<file path="config.mk">
export PLATFORM = sky130hd
export DESIGN_NAME = lsu_ctrl
export DESIGN_NICKNAME = d
export VERILOG_FILES = /design/src/rtl/lsu_pkg.sv /design/src/rtl/lsu_align.sv /design/src/rtl/lsu_ctrl.sv
export SDC_FILE = /design/constraint.sdc
export NUM_CORES = 1
export LEC_CHECK = 0
export ABC_AREA = 0
export BUFFER_PORTS_ARGS = -buffer_cell sky130_fd_sc_hd__buf_4
export CORE_ASPECT_RATIO = 0.6
export CORE_MARGIN = 3
export CORE_UTILIZATION = 55
export CTS_CLUSTER_SIZE = 28
export DETAILED_ROUTE_END_ITERATION = 10
export PLACE_DENSITY = 0.94
export SETUP_SLACK_MARGIN = 0.02
export SYNTH_ARGS = -nofsm -noshare
export SYNTH_HDL_FRONTEND = slang
export SYNTH_SLANG_ARGS = --single-unit
</file>
<file path="constraint.sdc">
create_clock -name clk -period 4.4 [get_ports clk]
set_input_delay 0.88 -clock clk [delete_from_list [all_inputs] [get_ports clk]]
set_output_delay 0.88 -clock clk [all_outputs]
set_load 0.01 [all_outputs]
</file>
<file path="src/rtl/lsu_pkg.sv">
// Load/store unit shared definitions: memory-op encodings, FSM states, strobe bases.
// Pure declarations and decode helpers; no timing or flow-control behaviour of its own.
package lsu_pkg;

  localparam int XLEN_SUPPORTED = 32;

  localparam logic [2:0] OP_B  = 3'b000;
  localparam logic [2:0] OP_H  = 3'b001;
  localparam logic [2:0] OP_W  = 3'b010;
  localparam logic [2:0] OP_BU = 3'b100;
  localparam logic [2:0] OP_HU = 3'b101;

  localparam logic [3:0] MASK_B = 4'b0001;
  localparam logic [3:0] MASK_H = 4'b0011;
  localparam logic [3:0] MASK_W = 4'b1111;

  typedef enum logic [1:0] {
    IDLE,
    ISSUE,
    RDWAIT,
    RESP
  } lsu_state_e;

  typedef struct packed {
    logic [31:0] addr;
    logic        wen;
    logic [2:0]  op;
    logic [31:0] wdata;
  } lsu_req_t;

  // Unsigned loads have no store counterpart, so they are only legal with wen=0.
  function automatic logic op_illegal(input logic wen, input logic [2:0] op);
    logic bad;
    bad = 1'b1;
    case (op)
      OP_B, OP_H, OP_W: bad = 1'b0;
      OP_BU, OP_HU:     bad = wen;
      default:          bad = 1'b1;
    endcase
    return bad;
  endfunction

  function automatic logic misaligned(input logic [2:0] op, input logic [1:0] lane);
    logic bad;
    bad = 1'b0;
    case (op)
      OP_H, OP_HU: bad = lane[0];
      OP_W:        bad = (lane != 2'b00);
      default:     bad = 1'b0;
    endcase
    return bad;
  endfunction

endpackage

</file>
<file path="src/rtl/lsu_align.sv">
// Lane steering for the LSU: store shift/strobes and load extract/extend.
// Purely combinational (zero latency); no handshakes, so no backpressure of its own.
module lsu_align
  import lsu_pkg::*;
(
  input  logic [2:0]  op,
  input  logic [1:0]  lane,
  input  logic [31:0] st_data,
  input  logic [31:0] ld_word,
  output logic [3:0]  st_mask,
  output logic [31:0] st_wdata,
  output logic [31:0] ld_data
);

  logic [4:0]  shamt;
  logic [3:0]  mask_base;
  logic [31:0] ld_shifted;

  assign shamt = {lane, 3'b000};

  always_comb begin
    mask_base = MASK_W;
    case (op[1:0])
      2'b00:   mask_base = MASK_B;
      2'b01:   mask_base = MASK_H;
      default: mask_base = MASK_W;
    endcase
    st_mask  = mask_base << lane;
    st_wdata = st_data << shamt;
  end

  // Bring the addressed lane down to bit 0 before extending.
  always_comb begin
    ld_shifted = ld_word >> shamt;
    ld_data    = ld_word;
    case (op)
      OP_B:    ld_data = {{24{ld_shifted[7]}}, ld_shifted[7:0]};
      OP_H:    ld_data = {{16{ld_shifted[15]}}, ld_shifted[15:0]};
      OP_BU:   ld_data = {24'h000000, ld_shifted[7:0]};
      OP_HU:   ld_data = {16'h0000, ld_shifted[15:0]};
      default: ld_data = ld_word;
    endcase
  end

endmodule

</file>
<file path="src/rtl/lsu_ctrl.sv">
// Load/store unit: one outstanding access; errored req -> resp in 1 cycle, store 2, load 3 (+stalls).
// req_ready only in IDLE; mem_* and resp_* are held stable until their ready, with optional timeout.
module lsu_ctrl
  import lsu_pkg::*;
#(
  parameter int XLEN    = 32,
  parameter int TIMEOUT = 256
) (
  input  logic            clk,
  input  logic            rst_n,
  input  logic            req_valid,
  output logic            req_ready,
  input  logic [XLEN-1:0] req_addr,
  input  logic            req_wen,
  input  logic [2:0]      req_op,
  input  logic [XLEN-1:0] req_wdata,
  output logic            resp_valid,
  input  logic            resp_ready,
  output logic [XLEN-1:0] resp_rdata,
  output logic            resp_err,
  output logic            mem_valid,
  input  logic            mem_ready,
  output logic [XLEN-1:0] mem_addr,
  output logic            mem_wen,
  output logic [3:0]      mem_wmask,
  output logic [XLEN-1:0] mem_wdata,
  input  logic            mem_rvalid,
  input  logic [XLEN-1:0] mem_rdata
);

  localparam int CNT_W = (TIMEOUT > 1) ? $clog2(TIMEOUT) : 1;
  localparam logic [CNT_W-1:0] CNT_LAST = CNT_W'(TIMEOUT - 1);

  lsu_state_e        state_q, state_d;
  lsu_req_t          req_q, req_d;
  logic [31:0]       rdata_q, rdata_d;
  logic              err_q, err_d;
  logic [CNT_W-1:0]  cnt_q, cnt_d;

  logic              req_bad;
  logic              expired;
  logic [3:0]        st_mask;
  logic [31:0]       st_wdata;
  logic [31:0]       ld_data;

  lsu_align u_align (
    .op       (req_q.op),
    .lane     (req_q.addr[1:0]),
    .st_data  (req_q.wdata),
    .ld_word  (mem_rdata),
    .st_mask  (st_mask),
    .st_wdata (st_wdata),
    .ld_data  (ld_data)
  );

  assign req_bad = op_illegal(req_wen, req_op) | misaligned(req_op, req_addr[1:0]);
  assign expired = (TIMEOUT != 0) && (cnt_q == CNT_LAST);

  always_comb begin
    state_d    = state_q;
    req_d      = req_q;
    rdata_d    = rdata_q;
    err_d      = err_q;
    cnt_d      = '0;
    req_ready  = 1'b0;
    mem_valid  = 1'b0;
    resp_valid = 1'b0;

    case (state_q)
      IDLE: begin
        req_ready = 1'b1;
        if (req_valid) begin
          req_d   = '{addr: req_addr, wen: req_wen, op: req_op, wdata: req_wdata};
          rdata_d = '0;
          err_d   = req_bad;
          state_d = req_bad ? RESP : ISSUE;
        end
      end

      ISSUE: begin
        mem_valid = 1'b1;
        // An acceptance in the expiry cycle still completes normally.
        if (mem_ready) begin
          state_d = req_q.wen ? RESP : RDWAIT;
        end else if (expired) begin
          err_d   = 1'b1;
          state_d = RESP;
        end else begin
          cnt_d = cnt_q + CNT_W'(1);
        end
      end

      RDWAIT: begin
        if (mem_rvalid) begin
          rdata_d = ld_data;
          state_d = RESP;
        end else if (expired) begin
          err_d   = 1'b1;
          state_d = RESP;
        end else begin
          cnt_d = cnt_q + CNT_W'(1);
        end
      end

      RESP: begin
        resp_valid = 1'b1;
        if (resp_ready) begin
          state_d = IDLE;
        end
      end

      default: state_d = IDLE;
    endcase
  end

  always_ff @(posedge clk or negedge rst_n) begin
    if (!rst_n) begin
      state_q <= IDLE;
      req_q   <= '0;
      rdata_q <= '0;
      err_q   <= 1'b0;
      cnt_q   <= '0;
    end else begin
      state_q <= state_d;
      req_q   <= req_d;
      rdata_q <= rdata_d;
      err_q   <= err_d;
      cnt_q   <= cnt_d;
    end
  end

  // Memory and response buses read as zero outside the states that own them.
  assign mem_addr   = mem_valid ? {req_q.addr[31:2], 2'b00} : '0;
  assign mem_wen    = mem_valid & req_q.wen;
  assign mem_wmask  = mem_valid ? st_mask : 4'b0000;
  assign mem_wdata  = mem_valid ? st_wdata : '0;
  assign resp_rdata = resp_valid ? rdata_q : '0;
  assign resp_err   = resp_valid & err_q;

endmodule

</file>
=== After elaboration in Yosys (flattened, before gate mapping) ===
Index checks and enable logic that the tools add are counted.

* Register bits: 111
* Input port bits: 106
* Output and inout port bits: 105
* Word-level logic and storage cells: 77

* Multiplexer cells: 31
* Add/subtract/negate cells: 1
* Bitwise operators: 3
* Reduce and logical (&&, ||, !) cells: 14
* Eq/ne operators: 17
* Shift operators: 3

{| class="wikitable"
|+ Operator list
! kind !! number
|-
| $mux W32 || 5
|-
| $pmux W32 S4 || 1
|-
| $pmux W32 S2 || 1
|-
| $shl A32 B5 Y32 || 1
|-
| $shr A32 B5 Y16 || 1
|-
| $mux W8 || 3
|-
| $pmux W8 S2 || 1
|-
| $eq A3 B3 Y1 const B || 4
|-
| $mux W2 || 6
|-
| $ne A2 B2 Y1 const B || 5
|-
| $add A8 B1 Y8 const B || 1
|-
| $eq A8 B8 Y1 const B || 1
|-
| $mux W1 || 8
|-
| $pmux W2 S4 || 1
|-
| $pmux W4 S2 || 1
|-
| $eq A3 B1 Y1 const B || 2
|-
| $logic_not A3 Y1 || 2
|-
| $eq A2 B1 Y1 const B || 2
|-
| $eq A2 B2 Y1 const B || 2
|-
| $logic_not A2 Y1 || 2
|-
| $mux W4 || 1
|-
| $pmux W1 S2 || 2
|-
| $reduce_and A2 Y1 || 2
|-
| $reduce_and A4 Y1 || 1
|-
| other kinds (10) || 13
|}

=== Logic depth before layout (Yosys ltp) ===
Gate-level depths: netlist of the first run.

* Word-level depth: 7
* Gate-level depth with buffers: 8
* Depth with buffers taken out: 6

=== By module ===
A second synthesis of the first run with hierarchy kept.

* Cells, all modules: 587
* Area, all modules: 6258.5 um^2

{| class="wikitable"
|+ By module, submodules not included
! module !! sequential area each (um^2) !! instances !! cells an instance !! area each (um^2)
|-
| lsu_ctrl || 2777.7 || 1 || 398 || 4976.0
|-
| lsu_align || 0.0 || 1 || 189 || 1282.5
|}

=== Worst setup path before layout of the first run ===
No wires, ideal clock.

* Path type: reg-to-output
* From: register state_q[1]
* To: output mem_wdata[0]
* Stages on the path, launching flop included: 8
* Data arrival time: 1756 ps
* Slack: 1764 ps
* Path buffers: 2
* Cell sequence: dfrtp_1 -> inv_1 -> ha_1 -> clkbuf_1 -> nand2b_1 -> clkbuf_1 -> nor2_1 -> and2_1

* Cells in the longest elaborated chain, start to end: 3

{| class="wikitable"
|+ RTL lines
! what !! RTL line !! RTL
|-
| start: declaration || lsu_ctrl.sv:34 || <nowiki>lsu_state_e state_q, state_d;</nowiki>
|-
| start signal: assignment || lsu_ctrl.sv:124 || <nowiki>state_q <= state_d;</nowiki>
|-
| $eq A2 B1 Y1 || lsu_ctrl.sv:69 || <nowiki>case (state_q)</nowiki>
|-
| $mux W1 || lsu_ctrl.sv:69 ||
|-
| named net mem_valid || lsu_ctrl.sv:21 || <nowiki>output logic mem_valid,</nowiki>
|-
| $mux W32 || lsu_ctrl.sv:136 || <nowiki>assign mem_wdata = mem_valid ? st_wdata : '0;</nowiki>
|-
| end: declaration || lsu_ctrl.sv:26 || <nowiki>output logic [XLEN-1:0] mem_wdata,</nowiki>
|}

The timed path passes the listed nets, and every way through them passes these cells.

=== Final worst setup path of the first run ===
* From: register req_q[37] in the netlist's numbering
* To: output mem_wdata[0]

* Cells in the longest elaborated chain, start to end: 2

{| class="wikitable"
|+ RTL lines
! what !! RTL line !! RTL
|-
| start: declaration || lsu_ctrl.sv:35 || <nowiki>lsu_req_t req_q, req_d;</nowiki>
|-
| start signal: assignment || lsu_ctrl.sv:125 || <nowiki>req_q <= req_d;</nowiki>
|-
| $shl A32 B5 Y32 || lsu_align.sv:29 || <nowiki>st_wdata = st_data << shamt;</nowiki>
|-
| $mux W32 || lsu_ctrl.sv:136 ||
|}

Every way passes these cells.

==> impl_metrics.py, run 1 <==
metrics = {
    "route": {
        "ant_nets": 0,
        "routed_wl_mm": 17.14,
        "drcViolationCount": 0,
        "avgViaCountPerCell": 5.742,
        "firstDrtPassIters": 5,
        "vias": 5260,
        "wire_per_inst_um": 18.72,
        "drt_iter0_drc": 429,
    },
    "clocking": {
        "postCtsHoldBufs": 0,
        "cts_sinks": 111,
        "cts_resized": 0,
        "clock_latency_ns": 0.34,
        "clock-root-buffer": "clkbuf_16",
        "cts.path.max_buffers": 2,
        "postCtsSetupRepairBufs": 0,
        "cts.clk_slew.worst_paths_ns": 0.07,
        "cts_tree": "built",
        "cts_buffers": 9,
        "h-tree-depth": 3,
    },
    "die": {
        "start_util_pct": 56.90,
        "dieArea_um2": 12370,
        "ioPinCount": 211,
        "core_um2": 10670,
        "rows": 29,
        "fp.dieW_um": 141.6,
        "die_y_um": 87.37,
    },
    "synthesis": {
        "synthDistinctLibCells": 48,
        "yosysSeqAreaShare_pct": 45.76,
        "synth-edff-count": 0,
        "synth_area_um2": 6070,
        "synth_ff_type": "dfrtp_1",
        "async_flop_share_pct": 100.0,
        "syn_avg_cell_area_um2": 10.36,
        "synthCells": 586,
        "synth_seq_cells": 111,
        "ys_warn_count": 0,
    },
    "place": {
        "gp_congestion": 0.9423,
        "portBuffers": 208,
        "hpwl_mm": 12.85,
        "placed_area_um2": 7686,
        "post-place-ws_ns": 1.322,
    },
    "timing": {
        "period_needed_ns": 3.483,
        "max-slew-margin-rel_pct": 28.20,
        "fmax_mhz": 287.1,
        "drv_slew": 0,
        "hold_viol_final": 0,
        "grt_setup_unrepaired": "false",
        "max_slew.worst_pin.slew_ns": 1.077,
        "setup_viol": 0,
        "fin_crit_sh_pct": 79.16,
        "skew_ns": 0.004997,
        "fin_ws_ns": 0.9170,
        "finalSetupTns_ns": 0,
    },
    "global_route": {
        "antenna_found_initial": 0,
        "grt_first_pass_wirelength_mm": 27.08,
        "grt_pass1_vias": 5181,
        "grt_usage_pct": 27.62,
        "grt_overflow": 0,
        "grt_start_max_net_pins": 51,
    },
    "run_status": {
        "status": "complete, no violations",
    },
    "final_layout": {
        "fill_cells": 765,
        "syn2layout_area_growth_pct": 31.66,
        "fin_area_um2": 7991,
        "nNetsFinal": 884,
        "diodes": 0,
        "drive_gt1_share_pct": 36.55,
    },
    "critical_path": {
        "worstPathArrival_ns": 2.60,
        "cp_data_required_time_ns": 3.52,
        "worstSetupPathType": "reg -> out",
        "startpoint_type": "register",
        "crit_fanout": 30,
        "end_kind": "output port",
    },
    "power_and_ir_drop": {
        "vdd_ir_drop_max_v": 0.0003592,
        "power.density_nw_per_um2": 664.6,
        "power.leakage_nw": 3.997,
    },
    "min_path": {
        "min_path_type": "in -> async",
    },
    "run": {
        "cap_violations": 0,
    },
}
[placed cells by master (no fill, tap or decap), types with 3 or more instances in the layout]
master / synthesis / final
a21oi_1: 10 / 10
a2bb2oi_1: 8 / 8
and2_1: 83 / 83
buf_4: 4 / 217
clkbuf_16: 0 / 9
dfrtp_1: 111 / 110
ha_1: 6 / 5
inv_1: 4 / 4
mux2_1: 42 / 42
mux2_2: 35 / 35
mux2i_1: 32 / 32
nand2_1: 60 / 59
nand2b_1: 5 / 5
nand3_1: 4 / 4
nor2_1: 41 / 41
nor2b_1: 5 / 5
nor3_1: 3 / 3
o211a_1: 8 / 8
o21ai_0: 9 / 9
o21ai_1: 24 / 24
o21ai_2: 10 / 10
o221ai_1: 8 / 8
o2bb2ai_1: 7 / 7
xor2_1: 5 / 5
[logic make-up (layout without fill, tap and decap cells)]
logic type | Yosys count | count (layout) | synth area share [%]
AND/OR/NAND/NOR | 211 | 211 | 17.61
adder cells (fa/ha/maj) | 6 | 6 | 1.237
AO/OA/AOI/OAI | 95 | 95 | 11.42
other | 1 | 2 | 0.06178
buffers and inverters | 47 | 237 | 3.484
multiplexers | 109 | 109 | 19.56
flip-flops | 111 | 111 | 45.76
XOR/XNOR | 6 | 6 | 0.8658
[area by class of cell]
type / instances / area (um^2) / area share (%)
clock buffers: 10 / 239.0 / 2.990
clock inverters: 6 / 66.31 / 0.8298
flip-flops and latches: 111 / 2779 / 34.77
repair buffers: 217 / 1629 / 20.39
well taps: 139 / 173.9 / 2.176
inverters: 4 / 15.01 / 0.1879
multi-input cells: 429 / 3089 / 38.66
[worst max-delay path, stage by stage (launching register included)]
cell	delay [ns]
dfrtp_1	0.59
buf_4	0.35
nand2b_1	0.36
nor2_1	0.60
and2_1	0.24
buf_4	0.12
[flip-flops by register name (all words and copies together) (netlist names)]
| name | flops |
|---|---|
| err_q | 1 |
| cnt_q | 8 |
| req_q | 68 |
| state_q | 2 |
| rdata_q | 32 |
[Yosys cell counts, types with 7 or more instances]
cell,count,area [um^2]
o21ai_1,24,120.1
a21oi_1,10,50.05
nor2_1,41,153.9
and2_1,83,519.3
o221ai_1,8,70.07
a2bb2oi_1,8,70.07
nand2_1,60,225.2
mux2_1,42,473.0
buf_1,8,30.03
o21ai_0,9,45.04
mux2i_1,32,320.3
o2bb2ai_1,7,61.31
dfrtp_1,111,2778
o21ai_2,10,87.58
o211a_1,8,80.08
mux2_2,35,394.1
clkbuf_1,23,86.33
buf_2,7,35.03
[power breakdown]
part | switching [W] | internal [W]
clock network | 0.000372 | 0.000461
registers | 0.000396 | 0.00148
logic | 0.00137 | 0.00123
total | 0.00213 | 0.00318
[worst paths after layout]
kind | from | endpoint | slack (ns) | depth (start not counted)
worst max-delay path | req_q[37]$_DFFE_PN0P_ | mem_wdata[0] | 0.92 | 5
worst min register to register | cnt_q[0]$_DFF_PN0_ | cnt_q[0]$_DFF_PN0_ | 0.47 | 1
max in group asynchronous | rst_n | rdata_q[14]$_DFFE_PN0P_ | 2.97 | 2
worst max register to register | req_q[37]$_DFFE_PN0P_ | rdata_q[29]$_DFFE_PN0P_ | 1.80 | 6
min in group clk | cnt_q[0]$_DFF_PN0_ | cnt_q[0]$_DFF_PN0_ | 0.47 | 1
worst min-delay path | rst_n | rdata_q[16]$_DFFE_PN0P_ | 0.43 | 1
[routing by layer]
metal	GRT usage (%)	part of all wire [%]
met5	0	0
met4	7.143	1.8
met3	8.722	8.6
met2	44.50	47
met1	36.65	42
[metrics by stage]
step	util [%]	power, W	std cells	hold WS, ns
after CTS	74.91	0.005310	916	0.4348
after floorplan	-	0.003513	587	0.4245
after global placement	72.05	0.004302	900	0.4367
after global routing	74.91	0.005669	916	0.4427
final	74.91	0.005311	916	0.4267
after detailed placement	72.05	0.004461	900	0.4641
Power figures use the tool's default switching activity.
==> run 2: changes to the inputs <==
CORE_UTILIZATION = 51   (was 55)
PLACE_DENSITY = 0.88   (was 0.94)
clock period = 3.62 ns   (was 4.4 ns; I/O delays follow)
==> impl_metrics.py, run 2 (synthesized netlist as in run 1, its figures left out) <==
metrics = {
    "run_status": {
        "status": "complete, no violations",
    },
    "final_layout": {
        "fin_area_um2": 8031,
        "final_common_cell": "buf_4",
        "top_regs": "req_q x68, rdata_q x32, cnt_q x8",
        "syn2layout_area_growth_pct": 32.32,
        "layout.cells.non_filler": 939,
        "drive_gt1_share_pct": 36.59,
        "largest_reg_flops": 68,
        "nNetsFinal": 886,
        "diodes": 0,
        "final_cell_mix": "buf_4 (218), dfrtp_1 (110), and2_1 (83), nand2_1 (59), mux2_1 (42)",
        "top_register": "req_q",
    },
    "route": {
        "drt_iter0_drc": 387,
        "firstDrtPassIters": 5,
        "avgViaCountPerCell": 5.479,
        "drcViolationCount": 0,
        "ant_nets": 0,
        "wire_per_inst_um": 18.30,
        "vias": 5145,
        "routed_wl_mm": 17.18,
    },
    "die": {
        "dieArea_um2": 13290,
        "ioPinCount": 211,
        "start_util_pct": 53.02,
        "fp.dieW_um": 146.8,
        "die_y_um": 90.50,
        "rows": 30,
        "core_um2": 11450,
    },
    "power_and_ir_drop": {
        "power.leakage_nw": 4.002,
        "power.density_nw_per_um2": 799.9,
        "vdd_ir_drop_max_v": 0.0004391,
    },
    "timing": {
        "max-slew-margin-rel_pct": 22.03,
        "grt_setup_unrepaired": "false",
        "skew_ns": 0.01139,
        "hold_viol_final": 0,
        "finalSetupTns_ns": 0,
        "fin_crit_sh_pct": 79.65,
        "period_needed_ns": 2.883,
        "drv_slew": 0,
        "max_slew.worst_pin.slew_ns": 1.170,
        "setup_viol": 0,
        "whs_ns": 0.4415,
        "fmax_mhz": 346.8,
    },
    "global_route": {
        "grt_util_met3_pct": 6.419,
        "grtUsageMet2_pct": 39.91,
        "antenna_found_initial": 0,
        "grt_first_pass_wirelength_mm": 27.51,
        "grt_usage_pct": 25.47,
        "met1_usage_pct": 35.69,
        "grt_most_used_layer": "met2",
        "grt_overflow": 0,
        "grt_pass1_vias": 5259,
        "grt_start_max_net_pins": 60,
    },
    "clocking": {
        "cts_resized": 0,
        "cts_tree": "built",
        "cts_sinks": 111,
        "clock_latency_ns": 0.34,
        "h-tree-depth": 3,
        "postCtsHoldBufs": 0,
        "postCtsSetupRepairBufs": 0,
        "cts.clk_slew.worst_paths_ns": 0.07,
        "cts.path.max_buffers": 2,
        "clock-root-buffer": "clkbuf_16",
        "cts_buffers": 9,
    },
    "critical_path": {
        "reg2regPathDepth": 5,
        "cp_data_required_time_ns": 2.90,
        "crit_fanout": 10,
        "end_kind": "output port",
        "startpoint_type": "register",
        "reg2reg_setup_slack_ns": 1.07,
        "timing.rr.start": "state_q[0]$_DFFE_PN0P_",
        "worstPathArrival_ns": 2.16,
        "rr_endpoint": "req_q[12]$_DFFE_PN0P_",
        "worstSetupPathType": "reg -> out",
    },
    "place": {
        "portBuffers": 208,
        "place_inst": 923,
        "placed_area_um2": 7740,
        "hpwl_mm": 12.76,
        "gp_congestion": 0.9687,
    },
    "run": {
        "cap_violations": 0,
    },
    "min_path": {
        "min_path_type": "in -> async",
    },
}
==> run 2: cell types whose count changed in the layout (fill, tap and decap cells not counted), sizes merged <==
cell / change
buf: +2
clkinv: -2
inv: +1
clkbuf: +2
bufinv: -1
==> run 2: cell type report <==
type,count,area [um^2]
Clock buffer,12,256.5
Clock inverter,4,35.03
Fill cell,881,3417
Inverter,4,15.01
Multi-Input combinational cell,429,3089
Sequential cell,111,2779
Tap cell,160,200.2
Timing Repair Buffer,219,1657
==> run 2: report_power, final <==
group	internal [W]	total [W]	leakage (nW)	switching, W
clock network	0.000515	0.000971	0.144	0.000456
logic	0.00152	0.00324	2.48	0.00172
registers	0.00180	0.00221	1.37	0.000410
==> run 2: worst max path at each step <==
stage                           startpoint                    end  slack (ns)  cells after the start
floorplan           state_q[1]$_DFFE_PN0P_           mem_wdata[0]        1.14                      7
global placement    state_q[1]$_DFFE_PN0P_           mem_wdata[3]        1.17                      7
detailed placement  state_q[0]$_DFFE_PN0P_  req_q[12]$_DFFE_PN0P_        1.06                      5
CTS                 state_q[1]$_DFFE_PN0P_           mem_wdata[0]        0.72                      7
global route        state_q[1]$_DFFE_PN0P_           mem_wdata[6]        0.58                      7
finish              state_q[1]$_DFFE_PN0P_           mem_wdata[6]        0.74                      7
==> run 2: per-layer routing <==
metal	share of wire, %	wire length, um
met1	44	7629
met2	46	7902
met3	7.9	1354
met4	1.7	296
met5	0	0
==> run 2: through the flow <==
stage / utilization [%] / power [W] / setup slack, ns
after global routing: 70.15 / 0.006850 / 0.5799
final: 70.15 / 0.006425 / 0.7368
after CTS: 70.15 / 0.006426 / 0.7177
after detailed placement: 67.61 / 0.005442 / 1.063
after global placement: 67.61 / 0.005265 / 1.171
after floorplan: - / 0.004270 / 1.140
==> run 2: worst max-delay path, stage by stage (launching register included) <==
cell      delay (ns)
dfrtp_1         0.44
inv_1           0.10
ha_2            0.19
nand2b_1        0.06
buf_4           0.18
nor2_1          0.51
and2_1          0.23
buf_4           0.12
==> run 3: changes to the inputs <==
ABC_AREA = 1   (was 0)
CORE_UTILIZATION = 46   (was 51)
PLACE_DENSITY = 0.84   (was 0.88)
clock period = 2.5 ns   (was 3.62 ns; I/O delays follow)
==> impl_metrics.py, run 3 <==
metrics = {
    "critical_path": {
        "startpoint_type": "register",
        "cp_data_required_time_ns": 2.00,
        "path_cells": "inv_1, ha_4, buf_8, nand2_1, o22ai_1, buf_4",
        "end_kind": "output port",
        "cp_slowest_cell": "dfrtp_1",
        "cp_slowest_stage_delay_ns": 0.39,
        "crit_fanout": 36,
        "worstPathArrival_ns": 1.92,
        "worstSetupPathType": "reg -> out",
    },
    "die": {
        "rows": 32,
        "ioPinCount": 211,
        "die_y_um": 96.60,
        "fp.dieW_um": 157.0,
        "start_util_pct": 48.06,
        "core_um2": 13090,
        "dieArea_um2": 15160,
    },
    "clocking": {
        "postCtsHoldBufs": 0,
        "cts.path.max_buffers": 2,
        "cts_sinks": 111,
        "cts_buffers": 9,
        "clock_latency_ns": 0.34,
        "clock-root-buffer": "clkbuf_16",
        "cts_tree": "built",
        "h-tree-depth": 3,
        "cts.clk_slew.worst_paths_ns": 0.08,
    },
    "power_and_ir_drop": {
        "power.density_nw_per_um2": 1185,
        "power.leakage_nw": 4.771,
        "vdd_ir_drop_max_v": 0.0005721,
    },
    "synthesis": {
        "yosys-top-cells-count": "nand2_1 (248), inv_1 (120), dfrtp_1 (111)",
        "yosysTopAreaCellShare_pct": 44.14,
        "synthTopCellsByArea": "dfrtp_1 (44%), nand2_1 (15%), mux2_2 (9.5%)",
        "synth-edff-count": 0,
        "synthCells": 802,
        "synth_top_cell_by_area": "dfrtp_1",
        "syn_avg_cell_area_um2": 7.846,
        "synth_ff_type": "dfrtp_1",
        "yosysMostFrequentCell": "nand2_1",
        "yosysSeqAreaShare_pct": 44.14,
        "synth_area_um2": 6292,
        "ys_warn_count": 0,
        "synthDistinctLibCells": 40,
        "synth_seq_cells": 111,
        "async_flop_share_pct": 100.0,
    },
    "route": {
        "avgViaCountPerCell": 5.218,
        "vias": 6074,
        "drcViolationCount": 0,
        "drt_iter0_drc": 543,
        "wire_per_inst_um": 15.95,
        "routed_wl_mm": 18.57,
        "firstDrtPassIters": 5,
        "ant_nets": 0,
    },
    "place": {
        "gp_congestion": 0.9212,
        "hpwl_mm": 13.88,
        "placed_area_um2": 7936,
        "portBuffers": 208,
    },
    "timing": {
        "skew_ns": 0.009624,
        "setup_viol": 0,
        "fmax_mhz": 412.7,
        "max-slew-margin-rel_pct": 60.12,
        "grt_setup_unrepaired": "true",
        "drv_slew": 0,
        "fin_crit_sh_pct": 96.92,
        "finalSetupTns_ns": 0,
        "hold_viol_final": 0,
        "period_needed_ns": 2.423,
        "max_slew.worst_pin.slew_ns": 0.5982,
    },
    "final_layout": {
        "diodes": 0,
        "fin_area_um2": 8317,
        "nNetsFinal": 1101,
        "top_regs": "req_q x68, rdata_q x32, cnt_q x8",
        "largest_reg_flops": 68,
        "syn2layout_area_growth_pct": 32.17,
        "final_common_cell": "nand2_1",
        "top_register": "req_q",
        "drive_gt1_share_pct": 31.29,
        "final_cell_mix": "nand2_1 (247), buf_4 (217), inv_1 (120), dfrtp_1 (110), nor2_1 (54)",
    },
    "run": {
        "cap_violations": 0,
    },
    "global_route": {
        "grt_usage_pct": 24.00,
        "grt_overflow": 0,
        "grt_first_pass_wirelength_mm": 28.61,
        "antenna_found_initial": 0,
        "grt_pass1_vias": 5668,
        "grt_start_max_net_pins": 112,
    },
    "min_path": {
        "min_path_type": "in -> async",
    },
    "run_status": {
        "status": "complete, no violations",
    },
}
[run 3: kinds of logic (layout without fill, tap and decap cells)]
logic type,Yosys count,in the layout,share of synthesized area (%)
other,1,2,0.05960
buffers and inverters,172,363,11.57
multiplexers,60,60,10.60
adder cells (fa/ha/maj),6,6,1.193
AND/OR/NAND/NOR,328,328,20.68
flip-flops,111,111,44.14
AO/OA/AOI/OAI,123,123,11.61
XOR/XNOR,1,1,0.1392
[run 3: stage by stage]
step                      hold slack, ns  util, %  std cells  worst slack [ns]  total power (W)
after detailed placement          0.4491    60.62       1146            0.2886         0.008204
after global routing              0.2629    63.52       1164          -0.02902          0.01060
after global placement            0.4479    60.62       1146            0.3333         0.008065
final                             0.2159    63.52       1164           0.07702         0.009854
after CTS                         0.2549    63.15       1162           0.03472         0.009768
after floorplan                   0.2044        -        803            0.3845         0.006320
[run 3: power by group]
| part | switching (W) | internal, W |
|---|---|---|
| clock network | 0.000679 | 0.000825 |
| logic | 0.00296 | 0.00221 |
| registers | 0.000587 | 0.00259 |
| total | 0.00422 | 0.00563 |
[run 3: worst max-delay path, delay by kind of cell (launching register included)]
| kind | cells | cell delay [ns] |
|---|---|---|
| adders and majority gates | 1 | 0.19 |
| and+or+nand+nor | 1 | 0.23 |
| AOI/OAI and AO/OA | 1 | 0.25 |
| DFF | 1 | 0.39 |
| buffers and inverters | 3 | 0.53 |
[run 3: routing by layer]
metal  wire [um]  track usage (%)  up-vias
li1            -                -     2892
met1        8236            34.72     2830
met2        7836            34.34      322
met3        2208            9.034       30
met4         287            4.953        0
met5           0                0        -
[run 3: area by class of cell]
type | count | area (um^2)
Fill cell | 1131 | 4776
Multi-Input combinational cell | 520 | 2830
Tap cell | 170 | 212.7
Timing Repair Buffer | 221 | 1695
Clock inverter | 6 | 75.07
Sequential cell | 111 | 2779
Clock buffer | 10 | 239.0
Inverter | 126 | 485.5
[run 3: worst paths after layout]
path,endpoint,from,slack (ns),cells past startpoint
min in group clk,req_q[63]$_DFFE_PN0P_,req_addr[27],0.38,2
min reg2reg,cnt_q[0]$_DFF_PN0_,cnt_q[0]$_DFF_PN0_,0.46,1
max reg2reg,req_q[47]$_DFFE_PN0P_,state_q[0]$_DFFE_PN0P_,0.49,5
min,req_q[1]$_DFFE_PN0P_,rst_n,0.22,2
max in group asynchronous,req_q[36]$_DFFE_PN0P_,rst_n,1.80,2
max,mem_wdata[26],state_q[1]$_DFFE_PN0P_,0.08,6
[run 3: timing repair]
item,4_1_cts,5_1_grt
gates resized for setup,5,7
pin swaps,0,1
endpoints found under the setup margin,16,25
setup buffers,0,2
